--- src/rtl/sm_pkg.sv ---
// Shared types for the sign-magnitude add/subtract pipeline.
// Holds the operation enum, the S1 bundle and the magnitude-max helper.
package sm_pkg;

    // Magnitude storage width in the S1 bundle; supports W up to 32.
    localparam int SM_MW = 32;

    typedef enum logic {
        SM_ADD = 1'b0,
        SM_SUB = 1'b1
    } sm_op_e;

    // Magnitudes are zero-extended to SM_MW; only [W-2:0] carry data.
    typedef struct packed {
        logic             sa;
        logic             sb;
        logic [SM_MW-1:0] ma;
        logic [SM_MW-1:0] mb;
        logic             eff_sub;
        logic             swap;
    } sm_s1_t;

    // All-ones magnitude for a W-bit sign-magnitude field.
    function automatic logic [SM_MW-1:0] sm_mag_max(input int w);
        return SM_MW'((64'd1 << (w - 1)) - 64'd1);
    endfunction

endpackage

--- src/rtl/sm_addsub_pipe_if.sv ---
// Valid/ready operand and result bus of the sign-magnitude add/sub unit.
// master: producer/consumer side; slave: the arithmetic unit.
interface sm_addsub_pipe_if #(
    parameter int N = 32
);
    logic         in_valid;
    logic         in_ready;
    logic [N-1:0] a;
    logic [N-1:0] b;
    logic         sub;
    logic         out_valid;
    logic         out_ready;
    logic [N-1:0] c;
    logic         cout;
    logic         zero;
    logic         overflow;
    logic         neg;

    modport master (
        output in_valid, a, b, sub, out_ready,
        input  in_ready, out_valid, c, cout, zero, overflow, neg
    );

    modport slave (
        input  in_valid, a, b, sub, out_ready,
        output in_ready, out_valid, c, cout, zero, overflow, neg
    );

endinterface

--- src/rtl/sm_mag_core.sv ---
// Combinational magnitude add/subtract between S1 and S2.
// Ports: eff_sub_i, swap_i, ma_i, mb_i in; mag_o (W-1 bits), cout_o out.
module sm_mag_core
    import sm_pkg::*;
#(
    parameter int W = 16
) (
    input  logic             eff_sub_i,
    input  logic             swap_i,
    input  logic [SM_MW-1:0] ma_i,
    input  logic [SM_MW-1:0] mb_i,
    output logic [W-2:0]     mag_o,
    output logic             cout_o
);

    logic [W-2:0] xa;
    logic [W-2:0] xb;
    logic         unused_hi;

    assign xa = ma_i[W-2:0];
    assign xb = mb_i[W-2:0];

    // Upper bits of the bundle magnitudes are always zero.
    assign unused_hi = ^{ma_i[SM_MW-1:W-1], mb_i[SM_MW-1:W-1]};

    // Subtract larger minus smaller so the magnitude never goes negative.
    always_comb begin
        mag_o  = '0;
        cout_o = 1'b0;
        if (eff_sub_i) begin
            mag_o = swap_i ? (xb - xa) : (xa - xb);
        end else begin
            {cout_o, mag_o} = {1'b0, xa} + {1'b0, xb};
        end
    end

endmodule

--- src/rtl/sm_addsub_pipe.sv ---
// Two-stage pipelined sign-magnitude add/subtract with valid/ready flow.
// Ports: clk_i, rst_i (sync, high), clr_sticky_i, sticky_ovf_o, bus (slave).
module sm_addsub_pipe
    import sm_pkg::*;
#(
    parameter int N   = 32,
    parameter int W   = 16,
    parameter bit SAT = 1'b1
) (
    input  logic            clk_i,
    input  logic            rst_i,
    input  logic            clr_sticky_i,
    output logic            sticky_ovf_o,
    sm_addsub_pipe_if.slave bus
);

    localparam logic [SM_MW-1:0] MagMax = sm_mag_max(W);

    logic         en1;
    logic         en2;
    sm_s1_t       s1_d;
    sm_s1_t       s1_q;
    logic         s1_valid_q;
    logic         s2_valid_q;
    logic [W-2:0] core_mag;
    logic         core_cout;
    logic [W-2:0] mag_d;
    logic         sign_raw;
    logic         sign_d;
    logic         ovf_d;
    logic [N-1:0] c_d;
    logic [N-1:0] c_q;
    logic         cout_q;
    logic         zero_q;
    logic         ovf_q;
    logic         neg_q;
    logic         sticky_q;

    // A stage may load when empty or when its content moves on.
    assign en2          = !s2_valid_q || bus.out_ready;
    assign en1          = !s1_valid_q || en2;
    assign bus.in_ready = en1;

    generate
        if (W < N) begin : g_hi
            logic unused_hi;
            assign unused_hi = ^{bus.a[N-1:W], bus.b[N-1:W]};
        end
    endgenerate

    always_comb begin
        s1_d         = '0;
        s1_d.sa      = bus.a[W-1];
        s1_d.sb      = bus.b[W-1] ^ bus.sub;
        s1_d.ma      = SM_MW'(bus.a[W-2:0]);
        s1_d.mb      = SM_MW'(bus.b[W-2:0]);
        s1_d.eff_sub = s1_d.sa ^ s1_d.sb;
        s1_d.swap    = s1_d.mb > s1_d.ma;
    end

    sm_mag_core #(
        .W(W)
    ) u_core (
        .eff_sub_i(s1_q.eff_sub),
        .swap_i   (s1_q.swap),
        .ma_i     (s1_q.ma),
        .mb_i     (s1_q.mb),
        .mag_o    (core_mag),
        .cout_o   (core_cout)
    );

    // A zero magnitude always carries a positive sign.
    always_comb begin
        ovf_d    = !s1_q.eff_sub && core_cout;
        mag_d    = (SAT && ovf_d) ? MagMax[W-2:0] : core_mag;
        sign_raw = (s1_q.eff_sub && s1_q.swap) ? s1_q.sb : s1_q.sa;
        sign_d   = (mag_d != '0) && sign_raw;
        c_d      = '0;
        c_d[W-1:0] = {sign_d, mag_d};
    end

    always_ff @(posedge clk_i) begin
        if (rst_i) begin
            s1_valid_q <= 1'b0;
            s1_q       <= '0;
        end else if (en1) begin
            s1_valid_q <= bus.in_valid;
            if (bus.in_valid) begin
                s1_q <= s1_d;
            end
        end
    end

    always_ff @(posedge clk_i) begin
        if (rst_i) begin
            s2_valid_q <= 1'b0;
            c_q        <= '0;
            cout_q     <= 1'b0;
            zero_q     <= 1'b0;
            ovf_q      <= 1'b0;
            neg_q      <= 1'b0;
        end else if (en2) begin
            s2_valid_q <= s1_valid_q;
            if (s1_valid_q) begin
                c_q    <= c_d;
                cout_q <= core_cout;
                zero_q <= (mag_d == '0);
                ovf_q  <= ovf_d;
                neg_q  <= sign_d;
            end
        end
    end

    // Setting on a delivered overflow beats a same-cycle clear.
    always_ff @(posedge clk_i) begin
        if (rst_i) begin
            sticky_q <= 1'b0;
        end else if (s2_valid_q && bus.out_ready && ovf_q) begin
            sticky_q <= 1'b1;
        end else if (clr_sticky_i) begin
            sticky_q <= 1'b0;
        end
    end

    assign bus.out_valid = s2_valid_q;
    assign bus.c         = c_q;
    assign bus.cout      = cout_q;
    assign bus.zero      = zero_q;
    assign bus.overflow  = ovf_q;
    assign bus.neg       = neg_q;
    assign sticky_ovf_o  = sticky_q;

endmodule

--- src/flat_wrapper.sv ---
// flat-port wrapper written by rule: the top's interface ports become plain ports
module sm_addsub_pipe_flat import sm_pkg::*;
#(
    parameter int N   = 32,
    parameter int W   = 16,
    parameter bit SAT = 1'b1
)
  (clk_i, rst_i, clr_sticky_i, sticky_ovf_o, bus_in_valid, bus_a, bus_b, bus_sub, bus_out_ready, bus_in_ready, bus_out_valid, bus_c, bus_cout, bus_zero, bus_overflow, bus_neg);
  sm_addsub_pipe_if #(.N(N)) bus_i ();
  input  logic clk_i;
  input  logic rst_i;
  input  logic clr_sticky_i;
  output logic sticky_ovf_o;
  input wire logic [$bits(bus_i.in_valid)-1:0] bus_in_valid;
  input wire logic [$bits(bus_i.a)-1:0] bus_a;
  input wire logic [$bits(bus_i.b)-1:0] bus_b;
  input wire logic [$bits(bus_i.sub)-1:0] bus_sub;
  input wire logic [$bits(bus_i.out_ready)-1:0] bus_out_ready;
  output wire logic [$bits(bus_i.in_ready)-1:0] bus_in_ready;
  output wire logic [$bits(bus_i.out_valid)-1:0] bus_out_valid;
  output wire logic [$bits(bus_i.c)-1:0] bus_c;
  output wire logic [$bits(bus_i.cout)-1:0] bus_cout;
  output wire logic [$bits(bus_i.zero)-1:0] bus_zero;
  output wire logic [$bits(bus_i.overflow)-1:0] bus_overflow;
  output wire logic [$bits(bus_i.neg)-1:0] bus_neg;
  assign bus_i.in_valid = bus_in_valid;
  assign bus_i.a = bus_a;
  assign bus_i.b = bus_b;
  assign bus_i.sub = bus_sub;
  assign bus_i.out_ready = bus_out_ready;
  assign bus_in_ready = bus_i.in_ready;
  assign bus_out_valid = bus_i.out_valid;
  assign bus_c = bus_i.c;
  assign bus_cout = bus_i.cout;
  assign bus_zero = bus_i.zero;
  assign bus_overflow = bus_i.overflow;
  assign bus_neg = bus_i.neg;
  sm_addsub_pipe #(.N(N), .W(W), .SAT(SAT)) u_core (.clk_i(clk_i), .rst_i(rst_i), .clr_sticky_i(clr_sticky_i), .sticky_ovf_o(sticky_ovf_o), .bus(bus_i));
endmodule
--- config.mk ---
export PLATFORM = sky130hd
export DESIGN_NAME = sm_addsub_pipe_flat
export DESIGN_NICKNAME = d
export VERILOG_FILES = /design/src/rtl/sm_pkg.sv /design/src/rtl/sm_addsub_pipe_if.sv /design/src/rtl/sm_mag_core.sv /design/src/rtl/sm_addsub_pipe.sv /design/src/flat_wrapper.sv
export SDC_FILE = /design/constraint.sdc
export NUM_CORES = 1
export LEC_CHECK = 0
export BUFFER_PORTS_ARGS = -buffer_cell sky130_fd_sc_hd__buf_2
export CAP_MARGIN = 20
export CORE_ASPECT_RATIO = 1.75
export CORE_MARGIN = 2
export CORE_UTILIZATION = 60
export CTS_CLUSTER_DIAMETER = 120
export CTS_CLUSTER_SIZE = 28
export DETAILED_ROUTE_END_ITERATION = 10
export PLACE_DENSITY = 0.95
export RECOVER_POWER = 100
export SLEW_MARGIN = 20
export SYNTH_ARGS = -nofsm -noshare
export SYNTH_HDL_FRONTEND = slang
export SYNTH_SLANG_ARGS = --single-unit
--- constraint.sdc ---
create_clock -name clk_i -period 5.45 [get_ports clk_i]
set_clock_uncertainty 0.1 [all_clocks]
set_input_delay 0.545 -clock clk_i [delete_from_list [all_inputs] [get_ports clk_i]]
set_output_delay 0.545 -clock clk_i [all_outputs]
set_load 0.005 [all_outputs]
==> results of run 1 <==
## cell usage in the layout, fill, tap and decap left out, types with 3 or more instances in the layout
cell type | synthesis | final
conb_1 | 1 | 16
xnor2_1 | 5 | 5
inv_1 | 53 | 53
a31oi_1 | 7 | 7
dfxtp_1 | 55 | 55
nand3b_1 | 4 | 4
mux2i_1 | 6 | 6
xor2_1 | 6 | 6
o211ai_1 | 7 | 7
o22ai_1 | 10 | 10
a21oi_1 | 72 | 72
nand2b_1 | 10 | 10
o21a_1 | 9 | 9
or3_1 | 3 | 3
nor2b_1 | 10 | 10
o31ai_1 | 5 | 5
nor4_1 | 5 | 5
nor3_1 | 17 | 17
clkbuf_1 | 21 | 8
a21o_1 | 7 | 7
nand3_1 | 6 | 6
a211oi_1 | 10 | 10
ha_1 | 62 | 62
fa_1 | 3 | 3
nand2_1 | 94 | 93
nor2_1 | 47 | 47
buf_2 | 6 | 52
clkbuf_16 | 0 | 5
o21ai_0 | 17 | 17
nand4_1 | 7 | 7
and2_1 | 5 | 4
## flip-flops by register name (all words and copies together) (netlist names)
| register | cells |
|---|---|
| u_core.bus.c | 15 |
| u_core.bus.zero | 1 |
| u_core.bus.out_valid | 1 |
| u_core.s1_q | 34 |
| u_core.s1_valid_q | 1 |
| u_core.sticky_ovf_o | 1 |
| u_core.bus.overflow | 1 |
| u_core.bus.neg | 1 |
## final cells by class
cell class,count,area share
clock buffer,5,0.0246
clock inverter,3,0.00370
inverter,54,0.0399
multi-input combinational,495,0.632
sequential,55,0.217
tap,90,0.0222
timing repair buffer,62,0.0601
## cell usage after synthesis, types with 7 or more instances
cell type,n,area share
nand2_1,94,0.074
a21oi_1,72,0.076
ha_1,62,0.16
dfxtp_1,55,0.23
inv_1,53,0.042
nor2_1,47,0.037
clkbuf_1,21,0.017
buf_4,20,0.032
nor3_1,17,0.018
o21ai_0,17,0.018
a211oi_1,10,0.016
nand2b_1,10,0.013
nor2b_1,10,0.013
o22ai_1,10,0.013
o21a_1,9,0.014
a21o_1,7,0.011
a31oi_1,7,0.0092
nand4_1,7,0.0092
o211ai_1,7,0.011
## per-stage QoR
stage               hold slack (ps)  utilization  cells  setup slack [ps]
finish                          353        0.651    764              1560
floorplan                       336            -    655              2680
global route                    388        0.651    764              1300
detailed placement              345        0.636    756              2160
CTS                             355        0.655    764              2110
global placement                339        0.636    756              2230
## power by group
| part | total, mW | internal (mW) | switching (mW) |
|---|---|---|---|
| Clock | 0.324 | 0.171 | 0.153 |
| Combinational | 0.360 | 0.141 | 0.218 |
| Sequential | 0.449 | 0.426 | 0.0230 |
## worst paths after layout
kind	cells past startpoint	slack [ps]	start	endpoint
min reg2reg	2	350	u_core.bus.c[10]	u_core.bus.c[10]
min	2	350	u_core.bus.c[10]	u_core.bus.c[10]
max reg2reg	10	1560	u_core.s1_q[3]	u_core.bus.neg
max	10	1560	u_core.s1_q[3]	u_core.bus.neg
## metal layers
metal / up-vias / GRT usage
met5: - / 0
met4: 0 / 0.137
met3: 45 / 0.0314
met2: 199 / 0.525
met1: 2095 / 0.309
li1: 2253 / -
## worst max-delay path, cell delays in order, from the launching register on
cell	delay, ps
dfxtp_1	490
inv_1	150
ha_1	340
nor2b_1	60
o311ai_0	740
a31oi_1	330
or3_1	460
and3_1	210
a2111oi_0	420
and4b_1	330
a41oi_1	130
## kinds of logic after synthesis
group           Yosys count
buf+inv                 105
fa+ha+maj                65
mux                       7
xor+xnor                 11
simple gates            221
compound gates          175
flops                    55
other cells               1
==> impl_metrics.tcl, run 1 <==
set metrics [dict create \
    status "finished, violations left" \
    violations "capacitance limit, slew limit" \
    ys.flop_type "dfxtp_1" \
    fin_nets 808 \
    vias_per_cell 6.01 \
    htree_num_levels 2 \
    tns_ps 0 \
    start_kind "flip-flop" \
    drtIter0Drc 404 \
    wl_mm 12.0 \
    cts_hold_buf 0 \
    placed_area_um2 4960 \
    grt_usage 0.282 \
    ctsResizeCount 0 \
    drcViolationCount 0 \
    syn_to_final_growth_pct 6.57 \
    antenna_found_initial 0 \
    fin_crit_sh 0.714 \
    top_layer "met4" \
    multi_input_area_um2 3210 \
    ff_latch_area_um2 1100 \
    start_util 0.611 \
    die-width_um 71.4 \
    wl_met2_mm 6.37 \
    synth_xor_area_frac 0.0202 \
    async_reset_ff_frac 0 \
    pin_count 109 \
    max_clock_freq_mhz 257 \
    cellPowerDensity_nw_per_um2 223 \
    cp.arrival_ps 3960 \
    dr.pass1.iters 7 \
    rows 43 \
    synth_area_um2 4760 \
    crit_type "flip-flop to flip-flop" \
    grt_first_pass_wirelength_mm 19.8 \
    synth_fa_ha_area_frac 0.175 \
    die-area_um2 8700 \
    leakagePower_nw 2.38 \
    hold_viol 0 \
    clkLatencyLatePin_ps 300 \
    routedWlPerCell_um 15.7 \
    port-buffer-count 60 \
    ant_nets 0 \
    rsz0062_at_grt "false" \
    gp_congestion 0.907 \
    vdd_drop_max_v 0.000196 \
    critical_path_required_ps 5520 \
    drv_slew 57 \
    clk_pin_slew_worst_paths_ps 70 \
    synth_top_family_by_area "compound AO/OA/AOI/OAI gates" \
    cap_violations 1 \
    grt_max_degree 57 \
    core-area_um2 7800 \
    yosysSeqAreaShare 0.231 \
    via_count 4592 \
    cts_root_buf "clkbuf_16" \
    max_slew_margin -0.516 \
    synth_mux_area_frac 0.0150 \
    design_area_um2 5080 \
    fin_crit_ps 3890 \
    chipHeight_um 122 \
    synth_cells 640 \
    setup_viol 0 \
    wl_met1_mm 4.52 \
    grt_pass1_vias 4371 \
    drive_gt1_frac 0.108 \
    synth-edff-count 0 \
    clock_path_buffers 2 \
    fillers 720 \
    place_hpwl_mm 9.46 \
    hold_class "flip-flop to flip-flop" \
    wl_met3_um 584 \
    synthSimpleGateAreaFrac 0.216 \
    cts_tree "built" \
    total_power_mw 1.13 \
    diodes 0 \
    path_max_fanout 6 \
    setup.worst_path.end_class "flip-flop" \
    ys_ff_latch 55 \
    ys_types 70 \
    overflow 0 \
    post_cts_buffers 0 \
    syn_area_per_cell_um2 7.44 \
    worstMarginPinSlew_ps 2270 \
    ys_warn_count 0 \
    cts_buffers 5 \
    synth-compound-area-share 0.240 \
    clock-sinks 55 \
]
(Power assumes the default switching activity.)
==> run 2: changes to the inputs <==
CORE_UTILIZATION = 55   (was 60)
PLACE_DENSITY = 0.91   (was 0.95)
clock period = 3.9 ns   (was 5.45 ns; I/O delays follow)
==> run 2 against run 1 <==
  * Clock power grew 38%
  * Sequential share of layout area fell by 0.41 points
  * Final cell count up 4.1%
  * The run still ends with capacitance limit, slew limit left
  * Clock-buffer cell count is 2 higher
  * Largest cell class unchanged
==> impl_metrics.tcl, run 2 (same netlist as run 1, synthesis figures left out) <==
set metrics [dict create \
    fin_crit_sh 0.851 \
    fin_nets 814 \
    cellPowerDensity_nw_per_um2 308 \
    port-buffer-count 60 \
    wl_mm 12.1 \
    setup_viol 0 \
    die-width_um 74.4 \
    clk_pin_slew_worst_paths_ps 70 \
    syn_to_final_growth_pct 8.62 \
    hold_viol 0 \
    layout_common_cells "94 x nand2_1, 72 x a21oi_1, 62 x ha_1" \
    leakagePower_nw 2.39 \
    dr.pass1.iters 6 \
    max_stage_delay_ps 500 \
    via_count 4548 \
    fin_crit_ps 3320 \
    total_power_mw 1.59 \
    dp.cells 786 \
    clock-sinks 55 \
    holdPathEnd "u_core.s1_valid_q" \
    cp_slowest_cell "dfxtp_1" \
    hp-start "bus_in_valid" \
    setup_slack_ps 582 \
    grt_first_pass_wirelength_mm 20.4 \
    cp.arrival_ps 3380 \
    regMostFlops "u_core.s1_q" \
    final_common_cell "nand2_1" \
    reg2reg_from "u_core.s1_q[3]" \
    drtIter0Drc 295 \
    largest_register_ffs 34 \
    timing.reg2reg.worst_path_depth 10 \
    crit_type "flip-flop to flip-flop" \
    regToRegSetupSlack_ps 580 \
    violations "capacitance limit, slew limit" \
    setup.worst_path.end_class "flip-flop" \
    cts_hold_buf 0 \
    clock_path_buffers 2 \
    hold_depth 3 \
    worstMarginPinSlew_ps 2260 \
    chipHeight_um 127 \
    rows 44 \
    fin_hold_ws_ps 226 \
    grt_pass1_vias 4460 \
    max_slew_margin -0.506 \
    cts_buffers 5 \
    rsz0062_at_grt "false" \
    start_kind "flip-flop" \
    met2_usage 0.491 \
    start_util 0.569 \
    grt_usage 0.269 \
    crit_chain "inv_1 -> fa_1 -> nand2b_1 -> a211o_2 -> o2bb2ai_1 -> mux2i_1 -> xor2_1 -> nor4_1 -> and4b_1 -> a41oi_1" \
    ant_nets 0 \
    max_clock_freq_mhz 301 \
    vdd_drop_max_v 0.000210 \
    pin_count 109 \
    clkLatencyLatePin_ps 300 \
    grt-busiest-layer "met2" \
    hold_class "input port to flip-flop" \
    dp_slack_ps 645 \
    drcViolationCount 0 \
    grtUsageMet1 0.307 \
    rr_endpoint "u_core.bus.neg" \
    grt_max_degree 57 \
    routedWlPerCell_um 15.2 \
    cts_tree "built" \
    path_max_fanout 6 \
    status "finished, violations left" \
    ctsResizeCount 0 \
    die-area_um2 9450 \
    overflow 0 \
    drive_gt1_frac 0.109 \
    htree_num_levels 2 \
    antenna_found_initial 0 \
    fin_cells 795 \
    post_cts_buffers 0 \
    cap_violations 1 \
    grtUsageMet3 0.0174 \
    diodes 0 \
    core-area_um2 8370 \
    drv_slew 57 \
    critical_path_required_ps 3960 \
    place_hpwl_mm 9.63 \
    cts_root_buf "clkbuf_16" \
    gp_congestion 0.871 \
    vias_per_cell 5.72 \
    tns_ps 0 \
]
run 2: cell types whose count changed in the layout (fill, tap and decap cells not counted), sizes merged:
cell,previous run,this run
clkinv,2,0
buf,54,57
clkbuf,13,18
run 2: report_power, final:
part	internal (mW)	switching [mW]	total [mW]
Sequential	0.595	0.0307	0.626
Clock	0.242	0.206	0.448
Combinational	0.206	0.313	0.520
run 2: cell type report:
| cell class | instances | area [um^2] |
|---|---|---|
| fill | 789 | 3190 |
| multi-input combinational | 495 | 3230 |
| sequential | 55 | 1100 |
| clock buffer | 7 | 133 |
| timing repair buffer | 68 | 352 |
| clock inverter | 1 | 8.76 |
| tap | 115 | 144 |
| inverter | 54 | 203 |
run 2: worst max path at each step:
stage / endpoint / slack [ps] / start / cells past startpoint
floorplan: u_core.bus.neg / 1130 / u_core.s1_q[5] / 11
global placement: u_core.bus.neg / 760 / u_core.s1_q[34] / 11
detailed placement: u_core.bus.neg / 650 / u_core.s1_q[3] / 10
CTS: u_core.bus.neg / 640 / u_core.s1_q[3] / 10
global route: u_core.bus.c[11] / 280 / u_core.s1_q[3] / 11
finish: u_core.bus.neg / 580 / u_core.s1_q[3] / 10
run 2: per-stage QoR:
stage               utilization  instance area [um^2]
floorplan                     -                  4820
global placement          0.602                  5030
detailed placement        0.602                  5030
CTS                       0.618                  5170
global route              0.618                  5170
finish                    0.618                  5170
run 2: layer usage:
metal	wire length (um)	vias up	share of wire
met3	477	43	0.040
met4	559	0	0.046
li1	-	2255	-
met1	4640	2087	0.38
met2	6380	163	0.53
met5	0	-	0
run 2: worst max-delay path, delay by kind of cell, from the launching register on:
family | cells | cell delay, ps
flip-flops | 1 | 500
multiplexers | 1 | 180
AO/OA/AOI/OAI | 3 | 620
adder cells (fa/ha/maj) | 1 | 470
XOR/XNOR | 1 | 150
buffers and inverters | 1 | 140
AND/OR/NAND/NOR | 3 | 1020
